File: config.mk
export PLATFORM = sky130hd
export DESIGN_NAME = key_uart_tx
export DESIGN_NICKNAME = d
export VERILOG_FILES = /design/src/rtl/key_uart_pkg.sv /design/src/rtl/key_fifo.sv /design/src/rtl/key_uart_tx.sv
export SDC_FILE = /design/constraint.sdc
export NUM_CORES = 1
export LEC_CHECK = 0
export ABC_CLOCK_PERIOD_IN_PS = 2500
export BUFFER_PORTS_ARGS = -buffer_cell sky130_fd_sc_hd__buf_2
export CORE_MARGIN = 5
export CORE_UTILIZATION = 28
export CTS_CLUSTER_DIAMETER = 120
export CTS_CLUSTER_SIZE = 14
export DETAILED_ROUTE_END_ITERATION = 16
export GPL_TIMING_DRIVEN = 1
export HOLD_SLACK_MARGIN = 0.12
export SYNTH_ARGS = -nofsm -noshare
export SYNTH_HDL_FRONTEND = slang
export SYNTH_SLANG_ARGS = --single-unit
File: constraint.sdc
create_clock -name clk -period 2.5 [get_ports clk]
set_clock_uncertainty 0.2 [all_clocks]
set_input_delay 0.375 -clock clk [delete_from_list [all_inputs] [get_ports clk]]
set_output_delay 0.375 -clock clk [all_outputs]
set_load 0.02 [all_outputs]
File: src/rtl/key_uart_pkg.sv
// Shared types and constants for the key-press UART transmitter.
// Holds the TX state encoding, the ASCII key codes and the default baud divisor.
package key_uart_pkg;

    typedef enum logic [1:0] {
        IDLE  = 2'd0,
        START = 2'd1,
        DATA  = 2'd2,
        STOP  = 2'd3
    } tx_state_t;

    localparam logic [7:0] NO_KEY = 8'h00;
    localparam logic [7:0] KEY_A  = 8'h41;
    localparam logic [7:0] KEY_B  = 8'h42;
    localparam logic [7:0] KEY_C  = 8'h43;
    localparam logic [7:0] KEY_D  = 8'h44;

    // 50 MHz system clock divided down to 115200 baud
    localparam int DEFAULT_CLKS_PER_BIT = 434;

endpackage

File: src/rtl/key_fifo.sv
// Small synchronous FIFO that queues key-press events for the UART.
// A push into a full FIFO is taken only when a pop happens in the same cycle.
module key_fifo #(
    parameter int DEPTH = 4,
    parameter int WIDTH = 8
) (
    input  logic                     clk,
    input  logic                     rst,
    input  logic                     push,
    input  logic [WIDTH-1:0]         wdata,
    input  logic                     pop,
    output logic [WIDTH-1:0]         rdata,
    output logic                     full,
    output logic                     empty,
    output logic [$clog2(DEPTH):0]   count
);

    localparam int AW = $clog2(DEPTH);
    localparam logic [AW:0] FULL_COUNT = (AW + 1)'(DEPTH);

    logic [WIDTH-1:0] mem [DEPTH];
    logic [AW-1:0]    wr_ptr;
    logic [AW-1:0]    rd_ptr;
    logic             do_push;
    logic             do_pop;

    assign empty   = (count == '0);
    assign full    = (count == FULL_COUNT);
    assign do_pop  = pop && !empty;
    assign do_push = push && (!full || do_pop);
    assign rdata   = mem[rd_ptr];

    // Storage needs no reset; occupancy is tracked by count alone.
    always_ff @(posedge clk) begin
        if (do_push) begin
            mem[wr_ptr] <= wdata;
        end
    end

    always_ff @(posedge clk) begin
        if (rst) begin
            wr_ptr <= '0;
            rd_ptr <= '0;
            count  <= '0;
        end else begin
            if (do_push) begin
                wr_ptr <= wr_ptr + 1'b1;
            end
            if (do_pop) begin
                rd_ptr <= rd_ptr + 1'b1;
            end
            case ({do_push, do_pop})
                2'b10:   count <= count + 1'b1;
                2'b01:   count <= count - 1'b1;
                default: count <= count;
            endcase
        end
    end

endmodule

File: src/rtl/key_uart_tx.sv
// Turns decoder key codes into single press events and sends each one as a
// UART 8N1 frame, buffering bursts of presses in a small FIFO.
module key_uart_tx
    import key_uart_pkg::*;
#(
    parameter int CLKS_PER_BIT = DEFAULT_CLKS_PER_BIT,
    parameter int FIFO_DEPTH   = 4
) (
    input  logic                          clk,
    input  logic                          rst,
    input  logic [7:0]                    code,
    output logic                          tx,
    output logic                          busy,
    output logic [$clog2(FIFO_DEPTH):0]   fifo_count,
    output logic                          overflow
);

    localparam int BAUD_W = (CLKS_PER_BIT > 1) ? $clog2(CLKS_PER_BIT) : 1;
    localparam logic [BAUD_W-1:0] BAUD_LAST = BAUD_W'(CLKS_PER_BIT - 1);

    tx_state_t         state;
    logic [7:0]        prev_code;
    logic [7:0]        shreg;
    logic [7:0]        fifo_rdata;
    logic [BAUD_W-1:0] baud_cnt;
    logic [2:0]        bit_cnt;
    logic              key_event;
    logic              fifo_pop;
    logic              fifo_full;
    logic              fifo_empty;
    logic              bit_done;

    // A held key keeps matching prev_code, so it only fires once.
    assign key_event = (code != NO_KEY) && (code != prev_code);
    assign fifo_pop  = (state == IDLE) && !fifo_empty;
    assign bit_done  = (baud_cnt == BAUD_LAST);
    assign busy      = (state != IDLE) || (fifo_count != '0);

    key_fifo #(
        .DEPTH (FIFO_DEPTH),
        .WIDTH (8)
    ) u_fifo (
        .clk   (clk),
        .rst   (rst),
        .push  (key_event),
        .wdata (code),
        .pop   (fifo_pop),
        .rdata (fifo_rdata),
        .full  (fifo_full),
        .empty (fifo_empty),
        .count (fifo_count)
    );

    always_ff @(posedge clk) begin
        if (rst) begin
            prev_code <= NO_KEY;
            overflow  <= 1'b0;
        end else begin
            prev_code <= code;
            if (key_event && fifo_full && !fifo_pop) begin
                overflow <= 1'b1;
            end
        end
    end

    // tx is registered and always reflects the bit being sent in the current state.
    always_ff @(posedge clk) begin
        if (rst) begin
            state    <= IDLE;
            tx       <= 1'b1;
            shreg    <= '0;
            baud_cnt <= '0;
            bit_cnt  <= '0;
        end else begin
            case (state)
                IDLE: begin
                    tx <= 1'b1;
                    if (fifo_pop) begin
                        shreg    <= fifo_rdata;
                        baud_cnt <= '0;
                        bit_cnt  <= '0;
                        tx       <= 1'b0;
                        state    <= START;
                    end
                end
                START: begin
                    if (bit_done) begin
                        baud_cnt <= '0;
                        tx       <= shreg[0];
                        state    <= DATA;
                    end else begin
                        baud_cnt <= baud_cnt + 1'b1;
                    end
                end
                DATA: begin
                    if (bit_done) begin
                        baud_cnt <= '0;
                        if (bit_cnt == 3'd7) begin
                            tx    <= 1'b1;
                            state <= STOP;
                        end else begin
                            bit_cnt <= bit_cnt + 1'b1;
                            shreg   <= {1'b0, shreg[7:1]};
                            tx      <= shreg[1];
                        end
                    end else begin
                        baud_cnt <= baud_cnt + 1'b1;
                    end
                end
                STOP: begin
                    if (bit_done) begin
                        baud_cnt <= '0;
                        state    <= IDLE;
                    end else begin
                        baud_cnt <= baud_cnt + 1'b1;
                    end
                end
                default: begin
                    tx    <= 1'b1;
                    state <= IDLE;
                end
            endcase
        end
    end

endmodule

* After elaboration in Yosys (flattened, before gate mapping) *
Memories as Yosys holds them, arrays and structs flattened. A register that Yosys moved wholly into a read port is not among the register bits.
Index checks and enable logic that the tools add are counted.

cells by class
  $add $sub $neg = 6
  equal/unequal tests = 15
  muxes and demuxes = 27
  reduce and logical (&&, ||, !) cells = 23

operators by type and width
  kind                                            number
  two-way mux 8 bit                               3
  two-way mux 9 bit                               2
  case mux 9 bit (2 select lines)                 1
  case mux 8 bit (2 select lines)                 1
  two-way mux 2 bit                               7
  != test 2 bit (second input constant)           6
  case mux 3 bit (2 select lines)                 2
  adder 9 x 1 -> 9 bit (second input constant)    1
  == test 9 bit (second input constant)           1
  two-way mux 3 bit                               3
  != test 8 bit                                   1
  case mux 2 bit (4 select lines)                 1
  nonzero test 8 bit                              1
  adder 3 x 1 -> 3 bit (second input constant)    2
  == test 2 bit (second input constant)           3
  == test 3 bit (second input constant)           2
  logical AND 1 bit                               6
  two-way mux 1 bit                               6
  nonzero test 2 bit                              3
  nonzero test 3 bit                              2
  AND reduction 5 bit                             1
  adder 2 x 1 -> 2 bit (second input constant)    2
  == test 2 x 1 -> 1 bit (second input constant)  2
  AND reduction 4 bit                             1
  other kinds (8)                                 11

storage, ports and cells
  register bits after elaboration = 39
  bits in writable memories = 32
  bits of input ports = 10
  output and inout bits = 6
  word-level logic and storage cells = 82
  memories kept = 1

memories
  memory      words  bits a word  read ports  clocked after Yosys merged registers in  wr ports  RTL line        RTL
  u_fifo.mem  4      8            1           1                                        1         key_fifo.sv:21  logic [WIDTH-1:0] mem [DEPTH];

* Longest topological paths before layout *
Gate-level depths: netlist of run 1.

  depth in word-level cells = 8
  gate-level depth with buffers = 10
  mapped depth without buffers = 8

* By module *
From an unflattened synthesis of run 1, not the netlist that was laid out.

second synthesis, totals
  cell total of the unflattened synthesis = 286
  area, all modules = 3359.5 µm²

by module, submodules not included
  module       instances  cells an instance  area an instance (µm²)  seq. area each (µm²)
  key_uart_tx  1          190                1714.1                  640.6
  key_fifo     1          96                 1645.3                  1141.1

* Worst setup path after synthesis of run 1 *
Ideal clock, no wire load.

  path type = register -> register
  from = register state[0]
  to = register u_fifo.count[2]
  setup time = 0.123 ns
  data arrival time = 2.269 ns
  data required time = 2.177 ns
  slack = -0.093 ns
  stages on the path, launching flop included = 11
  path buffers = 2
  period minus slack after synthesis = 2.593 ns
  cells stage by stage = dfxtp_1 inv_1 ha_1 clkbuf_2 nand2b_1 clkbuf_1 nor2_1 fa_1 or2_2 a2bb2oi_1 mux2_1

on the way
  cells in the longest elaborated chain, start to end = 7
  elaborated cells between the ends (all ways) = 9
  classes of those cells = eq/ne: 2; mux: 1; reduce/logical: 6

ends and longest elaborated chain
  element                                                                RTL line           RTL
  start: declaration                                                     key_uart_tx.sv:21  tx_state_t state;
  start signal: assignment                                               key_uart_tx.sv:69  state <= IDLE;
  start signal: assignment                                               key_uart_tx.sv:83  state <= START;
  start signal: assignment                                               key_uart_tx.sv:90  state <= DATA;
  zero test 2 bit *                                                      key_uart_tx.sv:35  assign fifo_pop = (state == IDLE) && !fifo_empty;
  logical AND 1 bit *                                                    key_uart_tx.sv:35
  logical AND 1 bit *                                                    key_fifo.sv:29     assign do_pop = pop && !empty;
  logical OR 1 bit                                                       key_fifo.sv:30     assign do_push = push && (!full || do_pop);
  logical AND 1 bit                                                      key_fifo.sv:30
  == test 2 x 1 -> 1 bit or == test 2 bit (tied branches)                key_fifo.sv:52     case ({do_push, do_pop})
  case mux 3 bit (2 select lines) or nonzero test 2 bit (tied branches)  -
  end signal: assignment                                                 key_fifo.sv:53     2'b10: count <= count + 1'b1;
  end signal: assignment                                                 key_fifo.sv:54     2'b01: count <= count - 1'b1;
  end signal: assignment                                                 key_fifo.sv:55     default: count <= count;
  end: declaration                                                       key_fifo.sv:15     output logic [$clog2(DEPTH):0] count

Mark *: on every way between the ends. The rest lies on a longest branch, timed or not.
A chain may end at the register's enable or synchronous reset.

* Final worst setup path of run 1 *
  from = register state[0]
  to = output busy

on the way
  cells in the longest elaborated chain, start to end = 2

ends and longest elaborated chain
  element             RTL line           RTL
  nonzero test 2 bit  key_uart_tx.sv:37  assign busy = (state != IDLE) || (fifo_count != '0);
  logical OR 1 bit    key_uart_tx.sv:37
  end: declaration    key_uart_tx.sv:13  output logic busy,

No other way between the ends.

==> results of run 1 <==
## how the worst max path moves through the flow
stage                                      from                            to  cells after the start
final                     state[0]$_SDFFE_PP0P_                          busy                      6
after global routing      state[0]$_SDFFE_PP0P_                          busy                      6
after CTS                 state[0]$_SDFFE_PP0P_                          busy                      6
after detailed placement                code[0]  u_fifo.count[2]$_SDFFE_PP0P_                      9
after global placement                  code[0]  u_fifo.count[2]$_SDFFE_PP0P_                      9
after floorplan           state[0]$_SDFFE_PP0P_  u_fifo.count[2]$_SDFFE_PP0P_                     10
## routing by layer
| layer | vias to the layer above | GRT usage (%) | share of wire, % | routed length, um |
|---|---|---|---|---|
| li1 | 1052 | - | - | - |
| met1 | 1018 | 10.9 | 45 | 2760 |
| met3 | 13 | 1.83 | 2.9 | 173 |
| met2 | 33 | 15.6 | 49 | 2980 |
| met5 | - | 0 | 0 | 0 |
| met4 | 0 | 5.02 | 2.5 | 150 |
## sequential cells by signal, summed over array words and instances (netlist names), named ones only
signal / count
baud_cnt: 9
bit_cnt: 3
overflow: 1
prev_code: 8
shreg: 8
state: 2
tx: 1
u_fifo.count: 3
u_fifo.mem: 32
u_fifo.rd_ptr: 2
u_fifo.wr_ptr: 2
## power by group
part / internal [mW] / switching (mW) / leakage, nW
combinational: 0.646 / 0.780 / 0.697
sequential: 1.45 / 0.129 / 0.637
clock: 0.881 / 0.506 / 0.156
total: 2.98 / 1.41 / 1.49
## cells in the final DEF, fill, tap and decap left out, types with 7 or more instances in the layout
cell type  instances
dfxtp_1           41
o21ai_0            9
nor2b_1           11
buf_2             15
edfxtp_1          32
a211oi_1           7
ha_1              12
buf_4             21
clkbuf_16          9
mux2i_1           10
nor2_1            30
a21oi_1           12
xor2_1             8
mux4_2             8
## cells in the mapped netlist, types with 2 or more instances
master / number
xor2_1: 8
mux4_2: 8
and2_1: 6
and3_1: 4
dfxtp_1: 41
nand2b_1: 3
a311oi_1: 3
or4_4: 2
inv_1: 7
nand3_1: 2
nor4_2: 2
o21ai_0: 9
clkbuf_1: 6
xnor2_1: 2
buf_1: 2
nor2_1: 30
a211oi_1: 7
nand2_1: 5
nor3_1: 4
a21oi_1: 13
nor3b_1: 2
a22oi_1: 3
nand3b_1: 3
ha_1: 12
nor2b_1: 11
edfxtp_1: 32
a41oi_1: 2
mux2i_1: 10
a2bb2oi_1: 2
## cell type report
class / instances / share of cell area [%]
flip-flops and latches: 73 / 44.1
multi-input cells: 172 / 34.5
repair buffers: 42 / 8.24
clock buffers: 9 / 5.57
well taps: 143 / 4.43
clock inverters: 7 / 2.54
inverters: 7 / 0.650
## repair_timing
item | 4_1_cts | 5_1_grt
setup endpoints to repair | 0 | 2
resized for setup | 0 | 2
hold endpoints to repair | 2 | 0
hold buffers | 2 | 0
## metrics by stage
step / utilization, % / hold slack, ns / total power [mW] / instances / setup TNS (ns)
floorplan: - / 0.252 / 2.62 / 263 / 0
global placement: 32.4 / 0.252 / 2.99 / 435 / -0.0674
detailed placement: 32.4 / 0.261 / 3.04 / 435 / -0.0979
CTS: 35.5 / 0.135 / 4.44 / 453 / 0
global route: 35.5 / 0.138 / 4.68 / 453 / 0
finish: 35.5 / 0.134 / 4.39 / 453 / 0
## logic make-up after synthesis
family                     share of synthesized area, %
and+or+nand+nor                                    15.1
DFF                                                54.9
AOI/OAI and AO/OA                                  9.80
muxes                                              9.45
buffers and inverters                              2.28
adders and majority gates                          5.24
xor gates and xnor gates                           3.20
## worst max-delay path, stage by stage, from the launching register on
cell and delay, ns:
dfxtp_1 0.38, inv_1 0.09, ha_1 0.22, buf_4 0.17, and2_1 0.18, inv_2 0.17
buf_2 0.20
==> summary.md, run 1 <==
| Metric | Value |
|---|---|
| Vias in the first global route | 2162 |
| RD Place Congestion | 0.764 |
| HP Start | code[0] |
| Post-DP HPWL | 4300 um |
| Final period utilization | 92.7% |
| I/O pin count | 16 |
| Main synth FF type | dfxtp_1 |
| Critical path endpoint category | output port |
| Worst VDD drop | 461 uV |
| DR vias | 2116 |
| DRT iter0 DRCs | 86 |
| Total Routing Usage GR | 9.21% |
| Reg2reg start | state[0]$_SDFFE_PP0P_ |
| Max-Slew Margin vs Limit | 63.7% |
| Pins Over Slew Limit | 0 |
| Pwr dens | 1090 nW/um2 |
| Layout cells sized above 1 | 25.5% |
| Post-Syn Nets | 286 |
| Drc violations | 0 |
| Hold Path Class | in2reg |
| Critical Path RT | 1.92 ns |
| MaxCap Viol Count | 0 |
| Leakage | 1.49 nW |
| Wirelength per Cell | 13.4 um |
| Post-route setup slack | 0.183 ns |
| Die width | 118 um |
| Nets@finish | 328 |
| Pin count of the biggest net entering global routing | 28 |
| Peak Freq | 0.432 GHz |
| Root Driver | clkbuf_16 |
| CTS Buf Count | 9 |
| Synth async-reset ratio | 0% |
| CTS tree | done |
| RSZ-0062 raised after global routing | no |
| Port Buffers | 15 |
| Clock buffer depth | 2 |
| Antenna cells | 0 |
| Die area | 13800 um2 |
| Critical path data arrival time | 1.74 ns |
| Area contributors post-synth | edfxtp_1 30%, dfxtp_1 25%, mux4_2 5.6%, ha_1 4.6%, nor2_1 3.5% |
| Reg2reg setup slack | 0.20 ns |
| Worst skew pair latency | 0.33 ns |
| Initial antenna violation count | 0 |
| Pre-Repair DR Iteration Count | 4 |
| Global-route wire length before repair | 10400 um |
| Detailed Route WL | 6070 um |
| Clk sinks | 73 |
| GRT overflow | 0 |
| Yosys top cell area share | 29.6% |
| H-tree depth | 3 |
| Cell taking the most area after synthesis | edfxtp_1 |
| Status | complete, no violations |
| Final instance area | 4040 um2 |
| WS Path Type | reg2out |
| Cell depth of the worst hold path | 2 |
| Yosys cell types | 51 |
| Cell Rows | 39 |
| Final setup fails | 0 |
| Least-Margin Pin Slew | 0.544 ns |
| Synth warn | 0 |
| Pre-CTS setup slack | -0.0979 ns |
| Sequential Area | 1780 um2 |
| P&R area growth vs syn | 24.5% |
| Vias/cell | 4.67 |
| Post-route ant nets | 0 |
| Synthesized instance count | 263 |
| Crit-path max FO | 11 |
| Core Area | 11400 um2 |
| Final min period | 2.32 ns |
| Startpoint types | register |
| Mapped Area | 3240 um2 |
| Reg2Reg Depth | 8 |
| DP Area | 3690 um2 |
| Yosys reg bits | 73 |
| Reg clk slew, reported paths | 0.06 ns |
| Multi-input logic area | 1390 um2 |
| EDFF count, synth | 32 |
| Hold Path End | prev_code[0]$_SDFF_PP0_ |
| Syn avg cell area | 12.3 um2 |
| Initial core utilization | 28.5% |
| Sequential share of the synthesized area | 54.9% |
| Die height | 118 um |
| Setup Fix Bufs, Post-CTS | 0 |
| Hold Vio Cnt, Final | 0 |
| Worst reg2reg path endpoint | u_fifo.count[2]$_SDFFE_PP0P_ |
| Filler Cell Count | 1106 |
(Power assumes the default switching activity.)
==> run 2, diff against run 1 <==
--- a/config.mk
+++ b/config.mk
@@ -9,6 +9,7 @@
 export BUFFER_PORTS_ARGS = -buffer_cell sky130_fd_sc_hd__buf_2
 export CORE_MARGIN = 5
 export CORE_UTILIZATION = 28
+export CTS_BUF_LIST = sky130_fd_sc_hd__clkbuf_2
 export CTS_CLUSTER_DIAMETER = 120
 export CTS_CLUSTER_SIZE = 14
 export DETAILED_ROUTE_END_ITERATION = 16
==> run 2 against run 1 <==
Non-clock buffer count grew 14; final area shrank 0.22%; first-iteration DRC count shrank 5.8%; combinational power grew 6%; utilization shrank 0.077 points; sequential power is essentially flat; via count grew 1.3%; clock-buffer cell count is the same; register-to-register slack lost 0.03 ns; critical endpoint is now u_fifo.count[2]$_SDFFE_PP0P_.
==> summary.md, run 2 (same netlist as run 1, synthesis figures left out) <==
| Metric | Value |
|---|---|
| Clock buffer depth | 2 (unchanged) |
| Cell Rows | 39 (unchanged) |
| Crit-path slowest cell | dlygate4sd3_1 |
| Hold Vio Cnt, Final | 0 (unchanged) |
| Final setup fails | 0 (unchanged) |
| Status | complete, no violations |
| GRT overflow | 0 (unchanged) |
| Vias in the first global route | 2216 (+2.5%) |
| Clk sinks | 73 (unchanged) |
| MaxCap Viol Count | 0 (unchanged) |
| Pwr dens | 958 nW/um2 (-12%) |
| Reg clk slew, reported paths | 0.21 ns (+0.15 ns) |
| Startpoint types | primary input |
| Pin count of the biggest net entering global routing | 28 (unchanged) |
| Post-route setup slack | 0.0191 ns (-0.164 ns) |
| Initial core utilization | 28.5% (unchanged) |
| Root Driver | clkbuf_2 |
| Hold Path Class | reg2reg |
| Detailed Route WL | 6260 um (+3.3%) |
| RSZ-0062 raised after global routing | yes |
| Pre-Repair DR Iteration Count | 4 (unchanged) |
| Minimum hold slack | 0.301 ns (+0.167 ns) |
| DRT iter0 DRCs | 81 (-5.8%) |
| Peak Freq | 0.403 GHz (-6.6%) |
| Commonest non-fill, non-tap cell in the layout | dfxtp_1 |
| P&R area growth vs syn | 24.3% |
| CTS Buf Count | 9 (unchanged) |
| Final instance area | 4030 um2 (-0.22%) |
| TNS Setup | 0 ns (unchanged) |
| Met3 Track Usage GR | 1.73% (-0.096 points) |
| Max FFs per register | 32 (unchanged) |
| Post-route ant nets | 0 (unchanged) |
| Worst skew pair latency | 0.52 ns (+0.19 ns) |
| Critical Path RT | 2.72 ns (+0.80 ns) |
| Layer carrying the most global-route usage | met2 |
| Crit-path max FO | 3 (-8) |
| H-tree depth | 3 (unchanged) |
| Die height | 118 um (unchanged) |
| GR Util met1 | 11.1% (+0.21 points) |
| Nets@finish | 342 (+4.3%) |
| CTS tree | done |
| Largest regs | u_fifo.mem: 32 flops, baud_cnt: 9 flops |
| Post-DP HPWL | 4300 um (unchanged) |
| CP cell instances | dlygate4sd3_1, buf_2, buf_4, or4_4, nor2_4, a21oi_2, nor2_1, fa_1, or2_2, a2bb2oi_2, mux2_1 |
| Total Routing Usage GR | 9.47% (+0.26 points) |
| WS Path Type | in2reg |
| Core Area | 11400 um2 (unchanged) |
| Drc violations | 0 (unchanged) |
| Die width | 118 um (unchanged) |
| Most flops, register | u_fifo.mem |
| Least-Margin Pin Slew | 0.529 ns (-0.0148 ns) |
| Most frequent cells in the layout | 39 x dfxtp_1, 32 x edfxtp_1, 30 x nor2_1, 25 x buf_4, 14 x dlygate4sd3_1 |
| Delay-heaviest family, CP | buffers and inverters |
| Die area | 13800 um2 (unchanged) |
| Wirelength per Cell | 13.4 um (+0.17%) |
| Max-Slew Margin vs Limit | 64.7% (+0.99 points) |
| Global-route wire length before repair | 10700 um (+3.1%) |
| DP Area | 3690 um2 (unchanged) |
| Critical path endpoint category | register |
| Critical Path Max Stage Delay | 0.54 ns (+0.16 ns) |
| DR vias | 2144 (+1.3%) |
| Antenna cells | 0 (unchanged) |
| Initial antenna violation count | 0 (unchanged) |
| Met2 usage | 16.2% (+0.60 points) |
| Vias/cell | 4.59 (-1.7%) |
| RD Place Congestion | 0.764 (unchanged) |
| Port Buffers | 15 (unchanged) |
| Final min period | 2.48 ns (+0.164 ns) |
| Critical path data arrival time | 2.70 ns (+0.96 ns) |
| Final period utilization | 99.2% (+6.6 points) |
| Layout cells sized above 1 | 26.9% (+1.4 points) |
| Leakage | 1.49 nW (+0.22%) |
| Worst VDD drop | 380 uV (-18%) |
| Buf/Inv on CP | 3 (-1) |
| I/O pin count | 16 (unchanged) |
| Pins Over Slew Limit | 0 (unchanged) |
| Pre-CTS setup slack | -0.0979 ns (unchanged) |
-- run 2: changes by cell type in the layout (fill, tap and decap cells not counted), moves of 2 or more --
cell and change:
dfxtp_1 -2, buf_4 +4, buf_2 -2, dlygate4sd3_1 +12
clkbuf_2 +9, clkbuf_16 -9, xor2_1 -2, xor2_2 +2
dfxtp_2 +2
-- run 2: report_power, final --
part | internal [mW] | switching [mW] | leakage (nW)
clock | 0.339 | 0.443 | 0.0827
sequential | 1.45 | 0.124 | 0.638
combinational | 0.704 | 0.801 | 0.773
-- run 2: metrics by stage --
step	instances	total power, mW	utilization, %
6_report	467	3.86	35.5
5_1_grt	467	4.16	35.5
4_1_cts	466	3.87	35.1
3_5_place_dp	435	3.04	32.4
3_3_place_gp	435	2.99	32.4
2_1_floorplan	263	2.62	-
-- run 2: cell type report --
type / instances / area (um2)
clock buffers: 9 / 45.0
clock inverters: 7 / 103
fillers: 1119 / 7340
inverters: 7 / 31.3
multi-input cells: 172 / 1420
flip-flops and latches: 73 / 1780
well taps: 143 / 179
repair buffers: 56 / 473
-- run 2: tightest hold or removal path, cell delays in order (launching register included) --
cell and delay, ns:
dfxtp_1 0.38, nand2_1 0.06, a21oi_1 0.05
-- run 2: per-layer routing --
layer	wire (um)	up-vias
li1	-	1077
met1	2760	1029
met2	3220	26
met3	143	12
met4	140	0
met5	0	-
-- run 2: repair_timing --
action                                  in CTS  in global routing
hold endpoints to repair                    49                  0
gates resized for setup                      4                  9
pin swaps                                    0                  4
endpoints found under the setup margin       1                  2
hold buffers                                14                  0
buffers inserted                             1                  1
-- run 2: path summary, 6_finish.rpt --
kind                                   to  slack (ns)                startpoint  cells after the start
min reg2reg      baud_cnt[2]$_SDFFE_PP0N_        0.30  baud_cnt[2]$_SDFFE_PP0N_                      2
min              baud_cnt[2]$_SDFFE_PP0N_        0.30  baud_cnt[2]$_SDFFE_PP0N_                      2
max reg2reg  u_fifo.count[2]$_SDFFE_PP0P_        0.17   prev_code[2]$_SDFF_PP0_                      8
max          u_fifo.count[2]$_SDFFE_PP0P_        0.02                   code[6]                     11
